==> src/rtl/sync_fifo_pkg.sv <==
// Shared types and helpers for the flagged synchronous FIFO.
package sync_fifo_pkg;

  localparam int ADDR_WIDTH_DEF = 2;

  typedef logic [ADDR_WIDTH_DEF:0] count_t;

  typedef struct packed {
    logic full;
    logic empty;
    logic almost_full;
    logic almost_empty;
  } status_t;

  function automatic int fifo_depth(input int addr_width);
    return 1 << addr_width;
  endfunction

endpackage

==> src/rtl/sync_fifo_flags_if.sv <==
// Handshake, data and status bundle between a FIFO and its producer/consumer.
interface sync_fifo_flags_if #(
  parameter int DATA_WIDTH = 8,
  parameter int ADDR_WIDTH = 2
) ();
  logic                  write_req;
  logic                  read_req;
  logic                  clr_err;
  logic [DATA_WIDTH-1:0] data_in;
  logic [DATA_WIDTH-1:0] data_out;
  logic                  full;
  logic                  empty;
  logic                  almost_full;
  logic                  almost_empty;
  logic [ADDR_WIDTH:0]   count;
  logic                  overflow;
  logic                  underflow;

  modport slave (
    input  write_req, read_req, clr_err, data_in,
    output data_out, full, empty, almost_full, almost_empty, count, overflow, underflow
  );

  modport master (
    output write_req, read_req, clr_err, data_in,
    input  data_out, full, empty, almost_full, almost_empty, count, overflow, underflow
  );
endinterface

==> src/rtl/sync_fifo_mem.sv <==
// DEPTH x DATA_WIDTH storage: one synchronous write port, one asynchronous read address.
module sync_fifo_mem #(
  parameter int DATA_WIDTH = 8,
  parameter int ADDR_WIDTH = 2,
  parameter int DEPTH      = 4
) (
  input  logic                  clk,
  input  logic                  we,
  input  logic [ADDR_WIDTH-1:0] waddr,
  input  logic [DATA_WIDTH-1:0] wdata,
  input  logic [ADDR_WIDTH-1:0] raddr,
  output logic [DATA_WIDTH-1:0] rdata
);
  logic [DATA_WIDTH-1:0] mem [DEPTH];

  always_ff @(posedge clk) begin
    if (we) mem[waddr] <= wdata;
  end

  assign rdata = mem[raddr];
endmodule

==> src/rtl/sync_fifo_flags.sv <==
// Synchronous FIFO with occupancy count, almost flags and sticky error flags.
// Define FIFO_FWFT_EN for first-word-fall-through reads; default is a registered read.
module sync_fifo_flags
  import sync_fifo_pkg::*;
#(
  parameter int DATA_WIDTH    = 8,
  parameter int ADDR_WIDTH    = 2,
  parameter int AFULL_THRESH  = 3,
  parameter int AEMPTY_THRESH = 1
) (
  input logic               clk,
  input logic               reset,
  sync_fifo_flags_if.slave  bus
);
  localparam int                  DEPTH   = fifo_depth(ADDR_WIDTH);
  localparam int                  CW      = ADDR_WIDTH + 1;
  localparam logic [ADDR_WIDTH:0] DEPTH_C = CW'(DEPTH);
  localparam logic [ADDR_WIDTH:0] AF_C    = CW'(AFULL_THRESH);
  localparam logic [ADDR_WIDTH:0] AE_C    = CW'(AEMPTY_THRESH);

  if (AFULL_THRESH < 1 || AFULL_THRESH > DEPTH) begin : g_af_chk
    $error("sync_fifo_flags: AFULL_THRESH out of range 1..DEPTH");
  end
  if (AEMPTY_THRESH < 0 || AEMPTY_THRESH > DEPTH - 1) begin : g_ae_chk
    $error("sync_fifo_flags: AEMPTY_THRESH out of range 0..DEPTH-1");
  end

  logic [ADDR_WIDTH-1:0] wr_ptr;
  logic [ADDR_WIDTH-1:0] rd_ptr;
  logic [ADDR_WIDTH:0]   count;
  logic                  overflow;
  logic                  underflow;
  logic [DATA_WIDTH-1:0] rd_data;
  status_t               status;
  logic                  read_acc;
  logic                  write_acc;

  // Flags decode straight from the registered count
  always_comb begin
    status              = '0;
    status.full         = (count == DEPTH_C);
    status.empty        = (count == '0);
    status.almost_full  = (count >= AF_C);
    status.almost_empty = (count <= AE_C);
  end

  // A read on a full FIFO frees the slot the simultaneous write needs
  assign read_acc  = bus.read_req && !status.empty;
  assign write_acc = bus.write_req && (!status.full || read_acc);

  sync_fifo_mem #(
    .DATA_WIDTH (DATA_WIDTH),
    .ADDR_WIDTH (ADDR_WIDTH),
    .DEPTH      (DEPTH)
  ) u_mem (
    .clk   (clk),
    .we    (write_acc),
    .waddr (wr_ptr),
    .wdata (bus.data_in),
    .raddr (rd_ptr),
    .rdata (rd_data)
  );

  always_ff @(posedge clk or negedge reset) begin
    if (!reset) begin
      wr_ptr    <= '0;
      rd_ptr    <= '0;
      count     <= '0;
      overflow  <= 1'b0;
      underflow <= 1'b0;
    end else begin
      if (write_acc) wr_ptr <= wr_ptr + ADDR_WIDTH'(1);
      if (read_acc)  rd_ptr <= rd_ptr + ADDR_WIDTH'(1);
      case ({write_acc, read_acc})
        2'b10:   count <= count + CW'(1);
        2'b01:   count <= count - CW'(1);
        default: count <= count;
      endcase
      // A fresh error outranks a clear in the same cycle
      if (bus.write_req && !write_acc) overflow <= 1'b1;
      else if (bus.clr_err)            overflow <= 1'b0;
      if (bus.read_req && !read_acc)   underflow <= 1'b1;
      else if (bus.clr_err)            underflow <= 1'b0;
    end
  end

`ifdef FIFO_FWFT_EN
  assign bus.data_out = status.empty ? '0 : rd_data;
`else
  logic [DATA_WIDTH-1:0] data_out_q;

  always_ff @(posedge clk or negedge reset) begin
    if (!reset)        data_out_q <= '0;
    else if (read_acc) data_out_q <= rd_data;
  end

  assign bus.data_out = data_out_q;
`endif

  assign bus.full         = status.full;
  assign bus.empty        = status.empty;
  assign bus.almost_full  = status.almost_full;
  assign bus.almost_empty = status.almost_empty;
  assign bus.count        = count;
  assign bus.overflow     = overflow;
  assign bus.underflow    = underflow;
endmodule

==> src/flat_wrapper.sv <==
// flat-port wrapper written by rule: the top's interface ports become plain ports
module sync_fifo_flags_flat import sync_fifo_pkg::*;
#(
  parameter int DATA_WIDTH    = 8,
  parameter int ADDR_WIDTH    = 2,
  parameter int AFULL_THRESH  = 3,
  parameter int AEMPTY_THRESH = 1
)
  (clk, reset, bus_write_req, bus_read_req, bus_clr_err, bus_data_in, bus_data_out, bus_full, bus_empty, bus_almost_full, bus_almost_empty, bus_count, bus_overflow, bus_underflow);
  sync_fifo_flags_if #(.DATA_WIDTH(DATA_WIDTH), .ADDR_WIDTH(ADDR_WIDTH)) bus_i ();
  input logic clk;
  input logic reset;
  input wire logic [$bits(bus_i.write_req)-1:0] bus_write_req;
  input wire logic [$bits(bus_i.read_req)-1:0] bus_read_req;
  input wire logic [$bits(bus_i.clr_err)-1:0] bus_clr_err;
  input wire logic [$bits(bus_i.data_in)-1:0] bus_data_in;
  output wire logic [$bits(bus_i.data_out)-1:0] bus_data_out;
  output wire logic [$bits(bus_i.full)-1:0] bus_full;
  output wire logic [$bits(bus_i.empty)-1:0] bus_empty;
  output wire logic [$bits(bus_i.almost_full)-1:0] bus_almost_full;
  output wire logic [$bits(bus_i.almost_empty)-1:0] bus_almost_empty;
  output wire logic [$bits(bus_i.count)-1:0] bus_count;
  output wire logic [$bits(bus_i.overflow)-1:0] bus_overflow;
  output wire logic [$bits(bus_i.underflow)-1:0] bus_underflow;
  assign bus_i.write_req = bus_write_req;
  assign bus_i.read_req = bus_read_req;
  assign bus_i.clr_err = bus_clr_err;
  assign bus_i.data_in = bus_data_in;
  assign bus_data_out = bus_i.data_out;
  assign bus_full = bus_i.full;
  assign bus_empty = bus_i.empty;
  assign bus_almost_full = bus_i.almost_full;
  assign bus_almost_empty = bus_i.almost_empty;
  assign bus_count = bus_i.count;
  assign bus_overflow = bus_i.overflow;
  assign bus_underflow = bus_i.underflow;
  sync_fifo_flags #(.DATA_WIDTH(DATA_WIDTH), .ADDR_WIDTH(ADDR_WIDTH), .AFULL_THRESH(AFULL_THRESH), .AEMPTY_THRESH(AEMPTY_THRESH)) u_core (.clk(clk), .reset(reset), .bus(bus_i));
endmodule
==> config.mk <==
export PLATFORM = sky130hd
export DESIGN_NAME = sync_fifo_flags_flat
export DESIGN_NICKNAME = d
export VERILOG_FILES = /design/src/rtl/sync_fifo_pkg.sv /design/src/rtl/sync_fifo_flags_if.sv /design/src/rtl/sync_fifo_mem.sv /design/src/rtl/sync_fifo_flags.sv /design/src/flat_wrapper.sv
export SDC_FILE = /design/constraint.sdc
export NUM_CORES = 1
export LEC_CHECK = 0
export CORE_ASPECT_RATIO = 1.75
export CORE_MARGIN = 2
export CORE_UTILIZATION = 57
export DETAILED_ROUTE_END_ITERATION = 12
export GPL_TIMING_DRIVEN = 0
export PLACE_DENSITY_LB_ADDON = 0.25
export SETUP_SLACK_MARGIN = 0.05
export SLEW_MARGIN = 20
export SYNTH_ARGS = -nofsm -noshare
export SYNTH_HDL_FRONTEND = slang
export SYNTH_SLANG_ARGS = --single-unit
==> constraint.sdc <==
create_clock -name clk -period 3.3 [get_ports clk]
set_input_delay 0.825 -clock clk [delete_from_list [all_inputs] [get_ports clk]]
set_output_delay 0.825 -clock clk [all_outputs]
set_load 0.01 [all_outputs]
# After elaboration in Yosys (flattened, before gate mapping)
# Memories as Yosys holds them, arrays and structs flattened. A register that Yosys moved wholly into a read port is not among the register bits.
# Cells that the tools add are included.
[word_totals]
reg_bits = 9
latchBits = 0
ram_bits = 32
romBits = 0
input_bits = 13
out_inout_bits = 17
elab_cells = 35
mem_count = 1
[classes]
addsub = 4
multipliers = 0
div = 0
order_cmp = 2
n_eq_ne = 3
n_shift = 0
mux = 6
bitwise = 0
n_reduce_logical = 14
[memory_table]
columns = ["name", "words", "width", "read_ports", "rd_ports_with_merged_regs", "wr", "line", "text"]
rows = [
  ["u_core.u_mem.mem", 4, 8, 1, 1, 1, "sync_fifo_mem.sv:14", "logic [DATA_WIDTH-1:0] mem [DEPTH];"],
]
[op_table]
columns = ["operator", "n"]
rows = [
  ["$pmux 3 s2", 1],
  ["$reduce_bool 2->1", 3],
  ["$logic_not 1->1", 5],
  ["$mux 1", 5],
  ["$add 2x1->2 const B", 2],
  ["$logic_and 1x1->1", 4],
  ["$add 3x1->3 const B", 1],
  ["$eq 3x3->1 const B", 1],
  ["$ge 3x2->1 const B", 1],
  ["$le 3x1->1 const B", 1],
  ["$logic_not 3->1", 1],
  ["$sub 3x1->3 const B", 1],
  ["$eq 2x1->1 const B", 1],
  ["$eq 2x2->1 const B", 1],
  ["$logic_or 1x1->1", 1],
]

# Longest topological paths before layout
[depth]
word_depth = 8
depth_mapped = 6
ltp_nobuf = 6

# Cells and area by module
# From an unflattened synthesis, not the netlist that was laid out.
[unflattened]
hier_cells = 129
area_unflattened_um2 = 2114.5
[modules_own_cells]
columns = ["module", "instances", "cells_each", "area_per_inst_um2", "seq_area_each_um2"]
rows = [
  ["sync_fifo_mem", 1, 46, 1188.6, 960.9],
  ["sync_fifo_flags", 1, 83, 925.9, 425.4],
]

# Least setup slack after synthesis
# OpenSTA, ideal clock, no wires.
[synth_path]
kind = "register to output"
startpoint = "reg u_core.count[1], in the netlist u_core.bus.count[1]"
endpoint = "out bus_empty"
t_arrival_ps = 1071
setup_slack_ps = 1404
path_stages_with_launch = 5
path_buffers = 0
path_cell_list = "dfrtp_1 -> inv_1 -> ha_1 -> nand2b_1 -> inv_1"
[synth_via]
elab_chain_len = 1
[synth_rtl]
columns = ["element", "line", "text"]
rows = [
  ["start: declaration", "sync_fifo_flags.sv:30", "logic [ADDR_WIDTH:0] count;"],
  ["start signal: assignment", "sync_fifo_flags.sv:75", "2'b10: count <= count + CW'(1);"],
  ["start signal: assignment", "sync_fifo_flags.sv:76", "2'b01: count <= count - CW'(1);"],
  ["start signal: assignment", "sync_fifo_flags.sv:77", "default: count <= count;"],
  ["$logic_not 3->1", "sync_fifo_flags.sv:42", "status.empty = (count == '0);"],
  ["end: declaration", "flat_wrapper.sv:19", "output wire logic [$bits(bus_i.empty)-1:0] bus_empty;"],
]
# No other way between the ends.

# Worst setup path after layout
# Ends and elaborated chain as after synthesis.

==> impl_results.html <==
<table>
<tr><th>Metric</th><th>Value</th></tr>
<tr><th colspan="2">Floorplan</th></tr>
<tr><td>Total number of placement rows</td><td>29</td></tr>
<tr><td>Core footprint</td><td>3560 um2</td></tr>
<tr><td>Starting density of the core</td><td>between 50% and 60%</td></tr>
<tr><td>Die H</td><td>between 80 and 90 um</td></tr>
<tr><td>Die X</td><td>between 40 and 50 um</td></tr>
<tr><td>Die Area</td><td>between 4000 and 5000 um2</td></tr>
<tr><td>I/O pin total</td><td>30</td></tr>
<tr><th colspan="2">Job</th></tr>
<tr><td>Max_cap viols</td><td>0</td></tr>
<tr><th colspan="2">Timing</th></tr>
<tr><td>Final-report hold violation count</td><td>0</td></tr>
<tr><td>Post-route clock skew</td><td>~0.0045 ns</td></tr>
<tr><td>Setup TNS</td><td>0 ns</td></tr>
<tr><td>Final setup violating endpoints</td><td>0</td></tr>
<tr><td>Maximum clock frequency</td><td>0.344 GHz</td></tr>
<tr><td>Final cycle utilization of the critical path</td><td>between 80% and 90%</td></tr>
<tr><td>Shortest period the worst path allows</td><td>between 2 and 3 ns</td></tr>
<tr><td>Measured slew at the worst slew-check pin</td><td>between 0.8 and 0.9 ns</td></tr>
<tr><td>Setup repair after global routing missed its margin</td><td>no</td></tr>
<tr><td>Worst Slack Setup Final</td><td>just under 0.4 ns</td></tr>
<tr><td>Worst slew slack as a fraction of its limit</td><td>between 40 and 50%</td></tr>
<tr><td>Fin. max-slew vios</td><td>0</td></tr>
<tr><th colspan="2">Finish</th></tr>
<tr><td>Storage element area</td><td>~1400 um2</td></tr>
<tr><td>Share of post-route cells with drive strength above 1</td><td>around 17%</td></tr>
<tr><td>Post-layout util</td><td>a little under three quarters</td></tr>
<tr><td>Post-route insts no fill</td><td>roughly 210</td></tr>
<tr><td>Final standard cell area without fillers</td><td>approximately 2500 um2</td></tr>
<tr><td>Syn-to-layout area delta</td><td>21.9%</td></tr>
<tr><td>Filler cells</td><td>about 260</td></tr>
<tr><td>Net count reported at finish</td><td>186</td></tr>
<tr><td>Antenna diode count</td><td>0</td></tr>
<tr><td>Area taken by multi-input logic gates</td><td>around 630 um2</td></tr>
<tr><th colspan="2">Clock tree</th></tr>
<tr><td>Latest clock arrival within the worst-skew pair</td><td>roughly 0.3 ns</td></tr>
<tr><td>Maximum buffer depth of the clock tree</td><td>2</td></tr>
<tr><td>Clock net sink count</td><td>49</td></tr>
<tr><td>Master cell of the clock root buffer</td><td>clkbuf_8</td></tr>
<tr><td>Post-CTS Setup Bufs</td><td>0</td></tr>
<tr><td>Number of H-tree levels</td><td>2</td></tr>
<tr><td>Cts-stage hold buffer count</td><td>0</td></tr>
<tr><td>Post-cts resize count</td><td>0</td></tr>
<tr><td>Cts bufs inserted</td><td>5</td></tr>
<tr><td>Clock transition at the registers of the reported paths</td><td>around 0.08 ns</td></tr>
<tr><td>TritonCTS clock tree</td><td>yes</td></tr>
<tr><th colspan="2">Power and ir drop</th></tr>
<tr><td>Power Dens Cells</td><td>around 870 nW/um2</td></tr>
<tr><td>Total leakage power</td><td>0.970 nW</td></tr>
<tr><td>Worst-case vdd ir drop</td><td>roughly 0.53 mV</td></tr>
<tr><th colspan="2">Synthesis</th></tr>
<tr><td>Share of flip-flops with an asynchronous set or reset</td><td>a little over a third</td></tr>
<tr><td>Post-Synthesis Cell Area</td><td>around 2100 um2</td></tr>
<tr><td>Ys Warns</td><td>0</td></tr>
<tr><td>Dominant synthesized flop cell</td><td>edfxtp_1</td></tr>
<tr><td>Post-synthesis average cell area</td><td>between 15 and 20 um2</td></tr>
<tr><td>Net count of the mapped netlist</td><td>150</td></tr>
<tr><td>Yosys cell types</td><td>30</td></tr>
<tr><td>Post-synth EDFFs</td><td>32</td></tr>
<tr><td>Sequential-to-total area share from yosys stat</td><td>about two thirds</td></tr>
<tr><td>Flop and latch count out of synthesis</td><td>49</td></tr>
<tr><td>Cells after Synth</td><td>129</td></tr>
<tr><th colspan="2">Placed design</th></tr>
<tr><td>Buffers on Ports</td><td>29</td></tr>
<tr><td>Total instance count after detailed placement</td><td>around 200</td></tr>
<tr><td>Pre-CTS setup slack</td><td>a little over 0.7 ns</td></tr>
<tr><td>Cell area after placement</td><td>between 2000 and 2500 um2</td></tr>
<tr><td>Final estimated routing congestion in global placement</td><td>between 0.7 and 0.8</td></tr>
<tr><td>Post-detailed-placement half-perimeter wirelength</td><td>about 2.8 mm</td></tr>
<tr><th colspan="2">Routing</th></tr>
<tr><td>Final routed DRC violation total</td><td>0</td></tr>
<tr><td>DR pass1 iterations</td><td>4</td></tr>
<tr><td>DR iter-0 viols</td><td>between 40 and 50</td></tr>
<tr><td>Aggregate routed wire length</td><td>3.66 mm</td></tr>
<tr><td>Total vias in the final route</td><td>~1,200</td></tr>
<tr><td>Average detailed-routed wire length per instance</td><td>~17 um</td></tr>
<tr><td>Number of antenna-violating nets in the routed design</td><td>0</td></tr>
<tr><td>Ratio of routed vias to standard cells</td><td>5.69</td></tr>
<tr><th colspan="2">Setup path</th></tr>
<tr><td>Startpoint Class</td><td>flop</td></tr>
<tr><td>Required arrival time at the worst endpoint</td><td>2.47 ns</td></tr>
<tr><td>Largest fanout on the critical path</td><td>9</td></tr>
<tr><td>R2R setup slack</td><td>1.12 ns</td></tr>
<tr><td>Crit-path cells</td><td>inv_1 -&gt; ha_1 -&gt; nand2b_1 -&gt; inv_1 -&gt; clkdlybuf4s50_1</td></tr>
<tr><td>Slowest cell on the critical path</td><td>clkdlybuf4s50_1</td></tr>
<tr><td>CP Capture Type</td><td>output pin</td></tr>
<tr><td>Delay of the slowest critical-path stage</td><td>between 0.5 and 0.6 ns</td></tr>
<tr><td>Critical path data arrival time</td><td>approximately 2.1 ns</td></tr>
<tr><td>CP Class</td><td>reg -&gt; out</td></tr>
<tr><td>Most used cell along the critical path</td><td>inv_1</td></tr>
<tr><th colspan="2">Global route</th></tr>
<tr><td>Global Route Usage Sum</td><td>between 20 and 25%</td></tr>
<tr><td>Initial antenna violation count</td><td>0</td></tr>
<tr><td>Largest net degree at the start of global routing</td><td>18</td></tr>
<tr><td>Vias in the first global route</td><td>about 1,300</td></tr>
<tr><td>Remaining global-route overflow</td><td>0</td></tr>
<tr><td>Wire length of the first global-routing pass</td><td>6.12 mm</td></tr>
<tr><th colspan="2">Outcome</th></tr>
<tr><td>Status</td><td>complete, no violations</td></tr>
<tr><th colspan="2">Hold path</th></tr>
<tr><td>Class of the most critical hold timing path</td><td>reg -&gt; reg</td></tr>
</table>
==> kinds of logic after synthesis <==
logic type,synth area share (%)
xor gates and xnor gates,2.09
DFF,66.3
muxes,13.9
buffers and inverters,3.65
AOI/OAI and AO/OA,4.90
and+or+nand+nor,4.37
adders and majority gates,4.78
==> metrics by stage <==
stage / hold WS [ns] / power [mW]
floorplan: 0.529 / 1.48
global route: 0.545 / 2.37
detailed placement: 0.495 / 1.84
CTS: 0.515 / 2.25
finish: 0.507 / 2.22
global placement: 0.491 / 1.77
==> layout make-up <==
type                    instances  share of cell area [%]
flip-flops and latches         49                    54.4
plain buffers                   5                    1.37
inverters                      11                    1.62
multi-input cells              64                    24.7
clock buffers                   5                    2.70
clock inverters                 3                    1.62
well taps                      46                    2.26
repair buffers                 29                    11.4
==> sequential cells by signal (all words and copies together) (netlist names) <==
register / cells
u_core.wr_ptr: 2
u_core.bus.data_out: 8
u_core.rd_ptr: 2
u_core.bus.underflow: 1
u_core.u_mem.mem: 32
u_core.bus.overflow: 1
u_core.bus.count: 3
==> cell usage in the layout, fill, tap and decap left out, types with 2 or more instances in the layout <==
master / count
and2_1: 4
buf_4: 2
clkbuf_8: 5
clkdlybuf4s50_1: 29
dfrtp_1: 17
edfxtp_1: 32
ha_1: 8
inv_1: 11
mux2_2: 9
mux4_2: 8
nand2_1: 3
nand2b_1: 2
nor2_1: 5
nor2b_1: 2
o21ai_0: 5
xnor2_1: 5
==> metal layers <==
layer | GRT usage, % | vias up | routed length, um | part of all wire [%]
met5 | 0 | - | 0 | 0
met4 | 10.6 | 0 | 94 | 2.6
met3 | 2.85 | 9 | 138 | 3.8
met2 | 37.3 | 50 | 2140 | 58
met1 | 21.5 | 606 | 1280 | 35
li1 | - | 542 | - | -
==> worst paths after layout <==
kind	to	start	cells past startpoint
worst max-delay path	bus_empty	u_core.bus.count[1]	5
worst min register to register	u_core.bus.data_out[7]	u_core.bus.data_out[7]	1
worst min-delay path	u_core.bus.data_out[7]	u_core.bus.data_out[7]	1
max in group asynchronous	u_core.wr_ptr[0]	reset	1
worst max register to register	u_core.u_mem.mem[1][0]	u_core.bus.count[1]	5
min in group asynchronous	u_core.bus.data_out[0]	reset	1
==> worst max-delay path: cells and delay by family, from the launching register on <==
family / cells / cell delay, ns
adders and majority gates: 1 / 0.32
and+or+nand+nor: 1 / 0.16
DFF: 1 / 0.50
buffers and inverters: 3 / 0.82
==> cells in the mapped netlist (all sizes together), types with 2 or more instances <==
cell type / number / share of area, %
nand2b: 2 / 0.60
dfrtp: 17 / 20
mux2: 9 / 4.8
o21ai: 5 / 1.2
nand2: 4 / 0.84
buf: 4 / 1.5
edfxtp: 32 / 46
mux4: 8 / 8.6
inv: 11 / 2.0
nor2: 5 / 0.90
and2: 4 / 1.2
nor2b: 2 / 0.60
xnor2: 5 / 2.1
ha: 8 / 4.8
==> power breakdown <==
group	leakage, nW	internal, mW	total (mW)	switching [mW]
Sequential	0.495	0.844	0.933	0.0891
Combinational	0.423	0.478	0.878	0.400
Clock	0.0518	0.223	0.413	0.191
Power figures use the tool's default switching activity.
